`src/rtl/hamming_15_11_rx_deser.sv`:
```
// Serial Hamming(15,11) receiver: shifts in LSB-first codewords, corrects single-bit
// errors and presents the 11 data bits on a valid/ready output register.
module hamming_15_11_rx_deser #(
    parameter int CW_W   = 15,
    parameter int DATA_W = 11
) (
    input  logic              clk,
    input  logic              RST,
    input  logic              sin,
    input  logic              sin_valid,
    input  logic              sync_clr,
    output logic [DATA_W-1:0] data_out,
    output logic [3:0]        syndrome,
    output logic              err_corrected,
    output logic              out_valid,
    input  logic              out_ready,
    output logic              overflow,
    output logic [3:0]        bit_cnt
);

    logic [CW_W-1:0]   r_sr;
    logic [3:0]        r_bit_cnt;
    logic [CW_W-1:0]   r_cw_hold;
    logic              r_dec_pend;
    logic [DATA_W-1:0] r_data;
    logic [3:0]        r_syn;
    logic              r_err;
    logic              r_valid;
    logic              r_ovf;

    logic [CW_W-1:0]   w_sr_next;
    logic [3:0]        w_syn;
    logic [CW_W-1:0]   w_fix;
    logic [DATA_W-1:0] w_data;
    logic              w_frame_done;
    logic              w_load_ok;

    assign w_sr_next    = {sin, r_sr[CW_W-1:1]};
    assign w_frame_done = sin_valid && !sync_clr && (r_bit_cnt == 4'd14);
    assign w_load_ok    = !r_valid || out_ready;

    // Syndrome is the XOR of the 1-based positions of all set bits.
    always_comb begin
        w_syn = '0;
        for (int p = 1; p <= CW_W; p++) begin
            if (r_cw_hold[p-1]) w_syn = w_syn ^ 4'(p);
        end
        w_fix = r_cw_hold;
        if (w_syn != 4'd0) w_fix[w_syn - 4'd1] = ~r_cw_hold[w_syn - 4'd1];
    end

    // Data bits live at the non-power-of-two positions 3,5,6,7,9..15.
    assign w_data = {w_fix[14:8], w_fix[6:4], w_fix[2]};

    always_ff @(posedge clk or negedge RST) begin
        if (!RST) begin
            r_sr       <= '0;
            r_bit_cnt  <= '0;
            r_cw_hold  <= '0;
            r_dec_pend <= 1'b0;
        end else begin
            if (sync_clr) begin
                r_sr      <= '0;
                r_bit_cnt <= '0;
            end else if (sin_valid) begin
                r_sr      <= w_sr_next;
                r_bit_cnt <= (r_bit_cnt == 4'd14) ? 4'd0 : r_bit_cnt + 4'd1;
            end
            if (w_frame_done) r_cw_hold <= w_sr_next;
            r_dec_pend <= w_frame_done;
        end
    end

    // Output register: a decode arriving while a word is stalled is dropped.
    always_ff @(posedge clk or negedge RST) begin
        if (!RST) begin
            r_data  <= '0;
            r_syn   <= '0;
            r_err   <= 1'b0;
            r_valid <= 1'b0;
            r_ovf   <= 1'b0;
        end else begin
            r_ovf <= 1'b0;
            if (r_dec_pend) begin
                if (w_load_ok) begin
                    r_data  <= w_data;
                    r_syn   <= w_syn;
                    r_err   <= (w_syn != 4'd0);
                    r_valid <= 1'b1;
                end else begin
                    r_ovf <= 1'b1;
                end
            end else if (r_valid && out_ready) begin
                r_valid <= 1'b0;
            end
        end
    end

    assign data_out      = r_data;
    assign syndrome      = r_syn;
    assign err_corrected = r_err;
    assign out_valid     = r_valid;
    assign overflow      = r_ovf;
    assign bit_cnt       = r_bit_cnt;

endmodule

```
`config.mk`:
```
export PLATFORM = sky130hd
export DESIGN_NAME = hamming_15_11_rx_deser
export DESIGN_NICKNAME = d
export VERILOG_FILES = /design/src/rtl/hamming_15_11_rx_deser.sv
export SDC_FILE = /design/constraint.sdc
export NUM_CORES = 1
export LEC_CHECK = 0
export CORE_UTILIZATION = 45
export DETAILED_ROUTE_END_ITERATION = 10
export PLACE_DENSITY = 0.65
export RECOVER_POWER = 100
export SYNTH_ARGS = -nofsm -noshare
export SYNTH_HDL_FRONTEND = slang
export SYNTH_SLANG_ARGS = --single-unit
```
`constraint.sdc`:
```
create_clock -name clk -period 5.4 [get_ports clk]
set_clock_uncertainty 0.1 [all_clocks]
set_input_delay 1.08 -clock clk [delete_from_list [all_inputs] [get_ports clk]]
set_output_delay 1.08 -clock clk [all_outputs]
set_load 0.05 [all_outputs]
```
==> impl_metrics.csv, run 1 <==
group,metric,value,unit
status,outcome,"complete, but fails checks",
status,violations,"capacitance limit, slew limit",
hold_path,hold_class,"reg -> reg",
logic_synthesis,synth_warnings,0,
place,pre_cts_slack,1.78,ns
finish,post-route-util,54.3,%
cts,clk-insertion-delay-late,0.32,ns
timing,hold_viol_final,0,
route,wire_per_inst,15.6,µm
cts,clkTransAtPathRegs,0.11,ns
worst_setup_path,cp_max_fo,21,
place,io_buffers,27,
flow_run,maxCapViolCount,1,
worst_setup_path,rr_startpoint,"r_cw_hold[12]",
hold_path,whs_endpoint,"syndrome[3]",
worst_setup_path,rr_endpoint,"data_out[8]",
finish,final_cell_mix,"dfrtp_1, dlygate4sd3_1, nor2_1, mux2i_1, nand2_1",
die,dieArea,6620,µm²
worst_setup_path,worstSetupPathType,"in -> reg",
hold_path,hp-start,"syndrome[3]",
place,place_area,3180,µm²
power,powerDensity,214,nW/µm²
logic_synthesis,synth.distinct_cells,44,
timing,finalSetupTns,0,ns
worst_setup_path,cp.required,5.51,ns
logic_synthesis,syn_inst,247,
finish,diodes,0,
finish,drive_gt1_share,15.0,%
worst_setup_path,arrival,4.02,ns
logic_synthesis,ys_async_sr_fraction,100,%
hold_path,hold_depth,2,
cts,cts_buffers,5,
timing,min_period_over_period,72.4,%
grt,overflow,0,
cts,cts-root-buf,"clkbuf_8",
finish,fin_nets,287,
finish,final_area,3250,µm²
route,finalWirelength,5450,µm
cts,ctsResizeCount,0,
logic_synthesis,synth.avg_cell_area,11.5,µm²
timing,setup_violations,0,
cts,htree_levels,2,
worst_setup_path,crit_slowest_cell,"nor3b_2",
logic_synthesis,synth-main-ff-cell,"dfrtp_1",
timing,rsz0062_at_grt,"no",
worst_setup_path,endpoint_kind,"register",
finish,final_common_cell,"dfrtp_1",
place,dpl.hpwl,3770,µm
route,vias,1907,
place,gp_congestion,0.795,
cts,cts_sinks,52,
timing,fmax,256,MHz
finish,area_delta_synth_final,14.7,%
grt,gr-usage-all-layers,18.8,%
die,die_y,81.4,µm
power,ir_drop,166,µV
worst_setup_path,critPathLaunchType,"primary input",
die,ios,28,
worst_setup_path,worstRegToRegCells,10,
worst_setup_path,cp_cell_sequence,"dlygate4sd3_1 > clkbuf_1 > nor3b_2 > mux2_2",
cts,postCtsSetupRepairBufs,0,
grt,grt_pass1_wl,9250,µm
logic_synthesis,synth_seq_cells,52,
die,start_util,47.3,%
route,first_iter_violations,145,
logic_synthesis,synth_edf_count,0,
cts,cts_tree,"yes",
timing,relSlewSlack,-84.2,%
grt,grt_antenna_before_repair,0,
die,dieWidth,81.4,µm
timing,final_max_slew_viol_count,53,
power,total_power,697,µW
timing,period_minus_slack,3.91,ns
grt,grt_max_degree,53,
cts,clk_path_buf_depth,2,
timing,timing.final.ws_setup,1.49,ns
die,core-area,5990,µm²
logic_synthesis,syn-num-nets,261,
power,cellLeakagePower,0.00162,µW
route,drtAntennaViolNets,0,
timing,worst_pin_slew,2.76,ns
cts,cts_hold_buffers,0,
worst_setup_path,reg2reg_slack,1.61,ns
worst_setup_path,slowest_delay,1.09,ns
route,drt_pass1_iterations,4,
route,vias_per_cell,5.46,
route,drc,0,
logic_synthesis,netlist_area,2840,µm²
die,row_count,28,
grt,grt_pass1_vias,1831,
logic_synthesis,synth_seq_area_share,45.9,%
## how the worst max path moves through the flow
stage | start | endpoint | slack [ns] | cells past startpoint
5_1_grt | sin_valid | r_cw_hold[1] | 1.27 | 4
2_1_floorplan | r_cw_hold[4] | data_out[10] | 2.47 | 10
3_5_place_dp | sync_clr | r_cw_hold[3] | 1.78 | 3
3_3_place_gp | sync_clr | r_cw_hold[7] | 1.72 | 3
4_1_cts | r_cw_hold[12] | data_out[9] | 1.84 | 10
6_report | sin_valid | r_cw_hold[3] | 1.49 | 4
## worst max-delay path, delay by kind of cell
family / cells / cell delay [ns]
buffers and inverters: 2 / 1.42
multiplexers: 1 / 0.43
AND/OR/NAND/NOR: 1 / 1.09
## registers in the layout, summed over array words and instances, names as in the netlist
signal / count
r_cw_hold: 15
r_sr: 14
data_out: 11
bit_cnt: 4
syndrome: 4
err_corrected: 1
out_valid: 1
overflow: 1
r_dec_pend: 1
## stage by stage
step	hold slack, ns	cells
after floorplan	0.354	247
after global placement	0.352	341
after detailed placement	0.366	341
after CTS	0.391	349
after global routing	0.403	349
final	0.373	349
## per-layer routing
metal  vias to the layer above  GRT usage (%)  routed length (µm)  share of wire [%]
li1                        934              -                   -                  -
met5                         -              0                   0                  0
met2                        52           26.9                2400                 44
met4                         0           6.43                  55                1.0
met1                       917           27.1                2710                 50
met3                         4           5.28                 276                5.1
## cells in the mapped netlist, types with 2 or more instances
library cell  instances  area share, %
a21oi_1              12            2.1
a221o_1               6            2.1
and2_1                2           0.44
clkbuf_1              9            1.2
dfrtp_1              52             46
ha_1                  8            3.5
inv_1                 5           0.66
mux2_2               17            6.8
mux2i_1              23            8.1
mux4_2                3            2.4
nand2_1              23            3.0
nand2b_1              2           0.44
nand3_1               4           0.71
nor2_1               23            3.0
nor3_1                3           0.53
nor4_1                4           0.88
o2111ai_1             3           0.93
o21ai_0              11            1.9
xnor2_1               7            2.2
xnor2_2               3            1.7
xnor3_1               2            1.6
xor2_2                2            1.1
xor3_2                2            1.8
## cell families after synthesis
family	count (synthesis)	share of synthesized area, %
AO/OA/AOI/OAI	40	9.44
XOR/XNOR	19	10.4
adder cells (fa/ha/maj)	8	3.53
buffers and inverters	15	2.03
flip-flops	52	45.9
multiplexers	43	17.3
AND/OR/NAND/NOR	70	11.5
## layout make-up
type	instances	area (µm²)
tap	75	93.8
inverter	5	18.8
clock buffer	5	68.8
clock inverter	3	27.5
timing repair buffer	29	273
multi-input combinational	180	1470
sequential	52	1300
fill	513	2740
## power breakdown
group          internal, µW  switching (µW)
Clock                  95.5             148
Sequential              392            3.16
Combinational          20.6            37.5
Note: power is estimated with default switching activity, not from simulation.
==> inputs of run 2 (changes only) <==
==> constraint.sdc (replaced) <==
create_clock -name clk -period 4 [get_ports clk]
set_clock_uncertainty 0.1 [all_clocks]
set_input_delay 0.8 -clock clk [delete_from_list [all_inputs] [get_ports clk]]
set_output_delay 0.8 -clock clk [all_outputs]
set_load 0.05 [all_outputs]
==> run 2 against run 1 <==
Clock-buffer cell count is the same. First-iteration DRC count decreased by 46%. Flip-flop and latch count is the same. Design area rose by 0.23%. Largest cell class unchanged. Core utilization grew 0.13 points. Register-to-register slack worse by 1.2 ns. Via count up 1.4%. Global-route usage fell by 0.86 points. The run now ends clean.
==> impl_metrics.csv, run 2 (synthesized netlist as in run 1, its figures left out) <==
group,metric,value,unit
status,outcome,"complete, no violations",
power,ir_drop,250,µV
worst_setup_path,arrival,3.72,ns
grt,gr-usage-all-layers,17.9,%
grt,grt_pass1_wl,8940,µm
grt,overflow,0,
finish,final_cell_mix,"dfrtp_1, dlygate4sd3_1, nor2_1, mux2i_1, nand2_1",
worst_setup_path,crit_slowest_cell,"clkbuf_1",
hold_path,hold_class,"reg -> reg",
route,first_iter_violations,78,
cts,cts_buffers,5,
worst_setup_path,slowest_delay,0.92,ns
worst_setup_path,critPathLaunchType,"primary input",
route,wire_per_inst,15.5,µm
finish,regArea,1300,µm²
cts,htree_levels,2,
timing,final_max_slew_viol_count,0,
finish,regMostFlops,"r_cw_hold",
finish,fillers,533,
cts,ctsResizeCount,0,
finish,diodes,0,
timing,fmax,276,MHz
die,dieWidth,81.4,µm
cts,cts_hold_buffers,0,
power,cellLeakagePower,0.00162,µW
route,drtAntennaViolNets,0,
finish,post-route-util,54.4,%
die,dieArea,6620,µm²
grt,grt_max_degree,29,
die,start_util,47.3,%
timing,relSlewSlack,4.12,%
flow_run,maxCapViolCount,0,
worst_setup_path,cp.required,4.09,ns
route,drt_pass1_iterations,4,
timing,min_period_over_period,90.6,%
worst_setup_path,endpoint_kind,"register",
finish,multi_input_area,1470,µm²
timing,period_minus_slack,3.62,ns
cts,postCtsSetupRepairBufs,0,
power,total_power,918,µW
timing,hold_viol_final,0,
route,vias_per_cell,5.51,
cts,cts_sinks,52,
worst_setup_path,worstSetupPathType,"in -> reg",
place,gp_congestion,0.781,
timing,timing.final.ws_setup,0.378,ns
finish,area_delta_synth_final,15.0,%
timing,finalSetupTns,0,ns
route,vias,1933,
power,powerDensity,282,nW/µm²
cts,clk-insertion-delay-late,0.31,ns
route,finalWirelength,5430,µm
finish,largest_register_ff_count,15,
worst_setup_path,cp_max_fo,21,
place,io_buffers,27,
grt,grt_pass1_vias,1806,
timing,worst_pin_slew,1.44,ns
timing,setup_violations,0,
finish,final_common_cell,"dfrtp_1",
worst_setup_path,cp_cell_sequence,"dlygate4sd3_1 > clkbuf_1 > nor3b_1 > clkbuf_2 > mux2_2",
die,die_y,81.4,µm
cts,cts_tree,"yes",
grt,grt_antenna_before_repair,0,
cts,clkTransAtPathRegs,0.09,ns
finish,drive_gt1_share,15.2,%
finish,fin_nets,289,
place,dpl.hpwl,3910,µm
place,pre_cts_slack,0.452,ns
die,ios,28,
cts,cts-root-buf,"clkbuf_8",
die,row_count,28,
timing,rsz0062_at_grt,"no",
route,drc,0,
die,core-area,5990,µm²
cts,clk_path_buf_depth,2,
[run 2: power by group]
group / switching [µW] / leakage, µW / internal (µW) / total, µW
sequential: 4.38 / 0.000723 / 529 / 534
clock: 180 / 0.0000445 / 125 / 305
combinational: 51.2 / 0.000855 / 28.5 / 79.7
total: 236 / 0.00162 / 682 / 918
[run 2: area by class of cell]
class | instances | area share [%]
repair buffers | 31 | 8.71
well taps | 75 | 2.88
flip-flops and latches | 52 | 39.9
clock buffers | 5 | 2.11
inverters | 5 | 0.576
multi-input cells | 180 | 45.1
clock inverters | 3 | 0.653
[run 2: stage by stage]
step | area, µm² | hold WS, ns | instances
2_1_floorplan | 2840 | 0.354 | 247
3_3_place_gp | 3190 | 0.351 | 343
3_5_place_dp | 3190 | 0.358 | 343
4_1_cts | 3280 | 0.380 | 351
5_1_grt | 3260 | 0.400 | 351
6_report | 3260 | 0.370 | 351
[run 2: worst paths after layout]
check | from | endpoint | slack (ns) | cells after the start
hold reg to reg | syndrome[3] | syndrome[3] | 0.37 | 2
setup reg to reg | r_cw_hold[4] | data_out[10] | 0.39 | 10
max in group asynchronous | RST | r_cw_hold[10] | 1.17 | 2
min in group asynchronous | RST | data_out[6] | 0.69 | 1
setup / recovery | sin_valid | r_cw_hold[6] | 0.38 | 5
hold / removal | syndrome[3] | syndrome[3] | 0.37 | 2
[run 2: worst max-delay path, delay by kind of cell]
kind / cells / cell delay (ns)
buffers and inverters: 3 / 1.87
muxes: 1 / 0.37
and+or+nand+nor: 1 / 0.67
[run 2: layer usage]
layer | global-route usage, % | wire length (µm)
met5 | 0 | 0
met4 | 6.07 | 72
met3 | 3.60 | 156
met2 | 27.2 | 2430
met1 | 25.6 | 2770
==> inputs of run 3 (changes only) <==
--- a/config.mk
+++ b/config.mk
@@ -5,6 +5,7 @@
 export SDC_FILE = /design/constraint.sdc
 export NUM_CORES = 1
 export LEC_CHECK = 0
+export CORE_MARGIN = 4
 export CORE_UTILIZATION = 45
 export DETAILED_ROUTE_END_ITERATION = 10
 export PLACE_DENSITY = 0.65
==> constraint.sdc (replaced) <==
create_clock -name clk -period 3.8 [get_ports clk]
set_clock_uncertainty 0.1 [all_clocks]
set_input_delay 0.76 -clock clk [delete_from_list [all_inputs] [get_ports clk]]
set_output_delay 0.76 -clock clk [all_outputs]
set_load 0.05 [all_outputs]
==> run 3 against run 2 <==
The flow now finishes with violations (capacitance limit, slew limit). Non-clock buffer count rose by 2. Die area rose by 15%. Worst hold slack improved by 0.0063 ns. Clock-buffer cell count rose by 2. Critical path type is now reg -> reg. Sequential share of layout area fell by 0.17 points. Global-route usage fell by 1.6 points. Critical path depth rose by 6. Design area rose by 0.42%. Largest power group unchanged. First-iteration DRC count rose by 53%. Worst setup slack got worse by 0.032 ns. Via count fell by 0.21%. Total power rose by 6.1%.
==> impl_metrics.csv, run 3 (synthesized netlist as in run 1, its figures left out) <==
group,metric,value,unit
cts,cts_buffers,5,
finish,largest_register_ff_count,15,
grt,grt_pass1_vias,1898,
route,finalWirelength,5610,µm
die,core-area,6030,µm²
worst_setup_path,rr_endpoint,"data_out[9]",
cts,clk_path_buf_depth,2,
worst_setup_path,cp_max_fo,6,
die,ios,28,
timing,finalSetupTns,0,ns
cts,cts_hold_buffers,0,
status,outcome,"complete, but fails checks",
worst_setup_path,cp_cell_sequence,"xnor2_2 > xnor2_1 > xnor2_1 > ha_1 > clkbuf_1 > ha_1 > mux4_2 > mux2i_1 > and2_0 > and2_4 > a221o_1",
cts,postCtsSetupRepairBufs,0,
finish,final_common_cell,"dfrtp_1",
timing,worst_pin_slew,1.52,ns
worst_setup_path,cp.required,3.94,ns
die,dieWidth,87.4,µm
worst_setup_path,path_depth,11,
timing,final_max_slew_viol_count,29,
route,wire_per_inst,15.9,µm
worst_setup_path,crit_end,"data_out[9]",
cts,cts_tree,"yes",
worst_setup_path,slowest_delay,0.52,ns
cts,clk-insertion-delay-late,0.30,ns
timing,timing.final.ws_setup,0.346,ns
cts,cts_sinks,52,
timing,relSlewSlack,-1.01,%
power,cellLeakagePower,0.00163,µW
finish,regArea,1300,µm²
worst_setup_path,path_buf_inv,1,
finish,drive_gt1_share,15.1,%
route,first_iter_violations,119,
die,row_count,28,
finish,fillers,544,
worst_setup_path,crit_slowest_cell,"mux4_2",
grt,grt_pass1_wl,9720,µm
finish,multi_input_area,1470,µm²
cts,clkTransAtPathRegs,0.09,ns
worst_setup_path,critPathLaunchType,"register",
timing,rsz0062_at_grt,"no",
route,vias,1929,
grt,overflow,0,
worst_setup_path,arrival,3.59,ns
place,pre_cts_slack,0.402,ns
die,dieArea,7630,µm²
power,ir_drop,211,µV
worst_setup_path,setup.worst_path.start,"r_cw_hold[12]",
finish,fin_nets,291,
place,io_buffers,27,
finish,diodes,0,
timing,fmax,290,MHz
grt,grt_antenna_before_repair,0,
timing,period_minus_slack,3.45,ns
finish,area_delta_synth_final,15.4,%
worst_setup_path,endpoint_kind,"register",
route,drtAntennaViolNets,0,
route,drt_pass1_iterations,4,
place,gp_congestion,0.830,
grt,gr-usage-all-layers,16.3,%
cts,ctsResizeCount,0,
worst_setup_path,cp_top_family,"adder cells",
flow_run,maxCapViolCount,1,
worst_setup_path,worstRegToRegCells,11,
worst_setup_path,reg2reg_slack,0.35,ns
cts,htree_levels,2,
finish,final_cell_mix,"dfrtp_1, dlygate4sd3_1, nor2_1, mux2i_1, nand2_1",
route,vias_per_cell,5.46,
place,dpl.hpwl,4050,µm
die,die_y,87.4,µm
route,drc,0,
grt,grt_max_degree,29,
power,powerDensity,298,nW/µm²
status,violations,"capacitance limit, slew limit",
timing,min_period_over_period,90.9,%
hold_path,hold_class,"reg -> reg",
finish,final_area,3270,µm²
timing,setup_violations,0,
place,place_area,3210,µm²
die,start_util,47.1,%
worst_setup_path,rr_startpoint,"r_cw_hold[12]",
cts,cts-root-buf,"clkbuf_8",
finish,regMostFlops,"r_cw_hold",
worst_setup_path,worstSetupPathType,"reg -> reg",
timing,hold_viol_final,0,
-- run 3: cell count changes in the layout (fill, tap and decap cells not counted), sizes merged --
| cell | change |
|---|---|
| clkbuf | +4 |
| clkinv | -1 |
| inv | -1 |
-- run 3: layout make-up --
| class | instances | area share, % |
|---|---|---|
| Timing Repair Buffer | 33 | 8.91 |
| Sequential cell | 52 | 39.8 |
| Inverter | 5 | 0.573 |
| Tap cell | 75 | 2.87 |
| Clock inverter | 1 | 0.229 |
| Clock buffer | 7 | 2.64 |
| Multi-Input combinational cell | 180 | 45.0 |
-- run 3: layer usage --
| metal | GRT usage, % | share of wire, % | vias to the layer above |
|---|---|---|---|
| met2 | 24.9 | 47 | 33 |
| li1 | - | - | 947 |
| met1 | 23.7 | 48 | 943 |
| met5 | 0 | 0 | - |
| met4 | 4.46 | 1.3 | 0 |
| met3 | 3.22 | 3.2 | 6 |
-- run 3: how the worst min path moves through the flow --
stage / startpoint / end / slack [ns] / cells after the start
2_1_floorplan: r_dec_pend / out_valid / 0.35 / 2
3_3_place_gp: syndrome[3] / syndrome[3] / 0.35 / 2
3_5_place_dp: syndrome[3] / syndrome[3] / 0.36 / 2
4_1_cts: RST / bit_cnt[3] / 0.38 / 1
5_1_grt: syndrome[0] / syndrome[0] / 0.41 / 2
6_report: syndrome[3] / syndrome[3] / 0.38 / 2
-- run 3: worst register-to-register path, stage by stage, from the launching register on --
cell and delay [ns]:
dfrtp_1 0.47, xnor2_2 0.33, xnor2_1 0.14, xnor2_1 0.14, ha_1 0.38, clkbuf_1 0.20, ha_1 0.43, mux4_2 0.52
mux2i_1 0.19, and2_0 0.18, and2_4 0.16, a221o_1 0.13
-- run 3: where the power goes --
part | total [µW] | internal [µW] | leakage (µW) | switching, µW
clock network | 329 | 148 | 0.0000445 | 180
registers | 562 | 557 | 0.000723 | 4.60
logic | 84.1 | 30.1 | 0.000860 | 54.0
-- run 3: metrics by stage --
step | std cells | utilization [%] | hold slack [ns] | power, µW
2_1_floorplan | 247 | - | 0.354 | 627
3_3_place_gp | 345 | 53.2 | 0.352 | 659
3_5_place_dp | 345 | 53.2 | 0.362 | 660
4_1_cts | 353 | 54.8 | 0.382 | 992
5_1_grt | 353 | 54.3 | 0.413 | 1030
6_report | 353 | 54.3 | 0.377 | 975
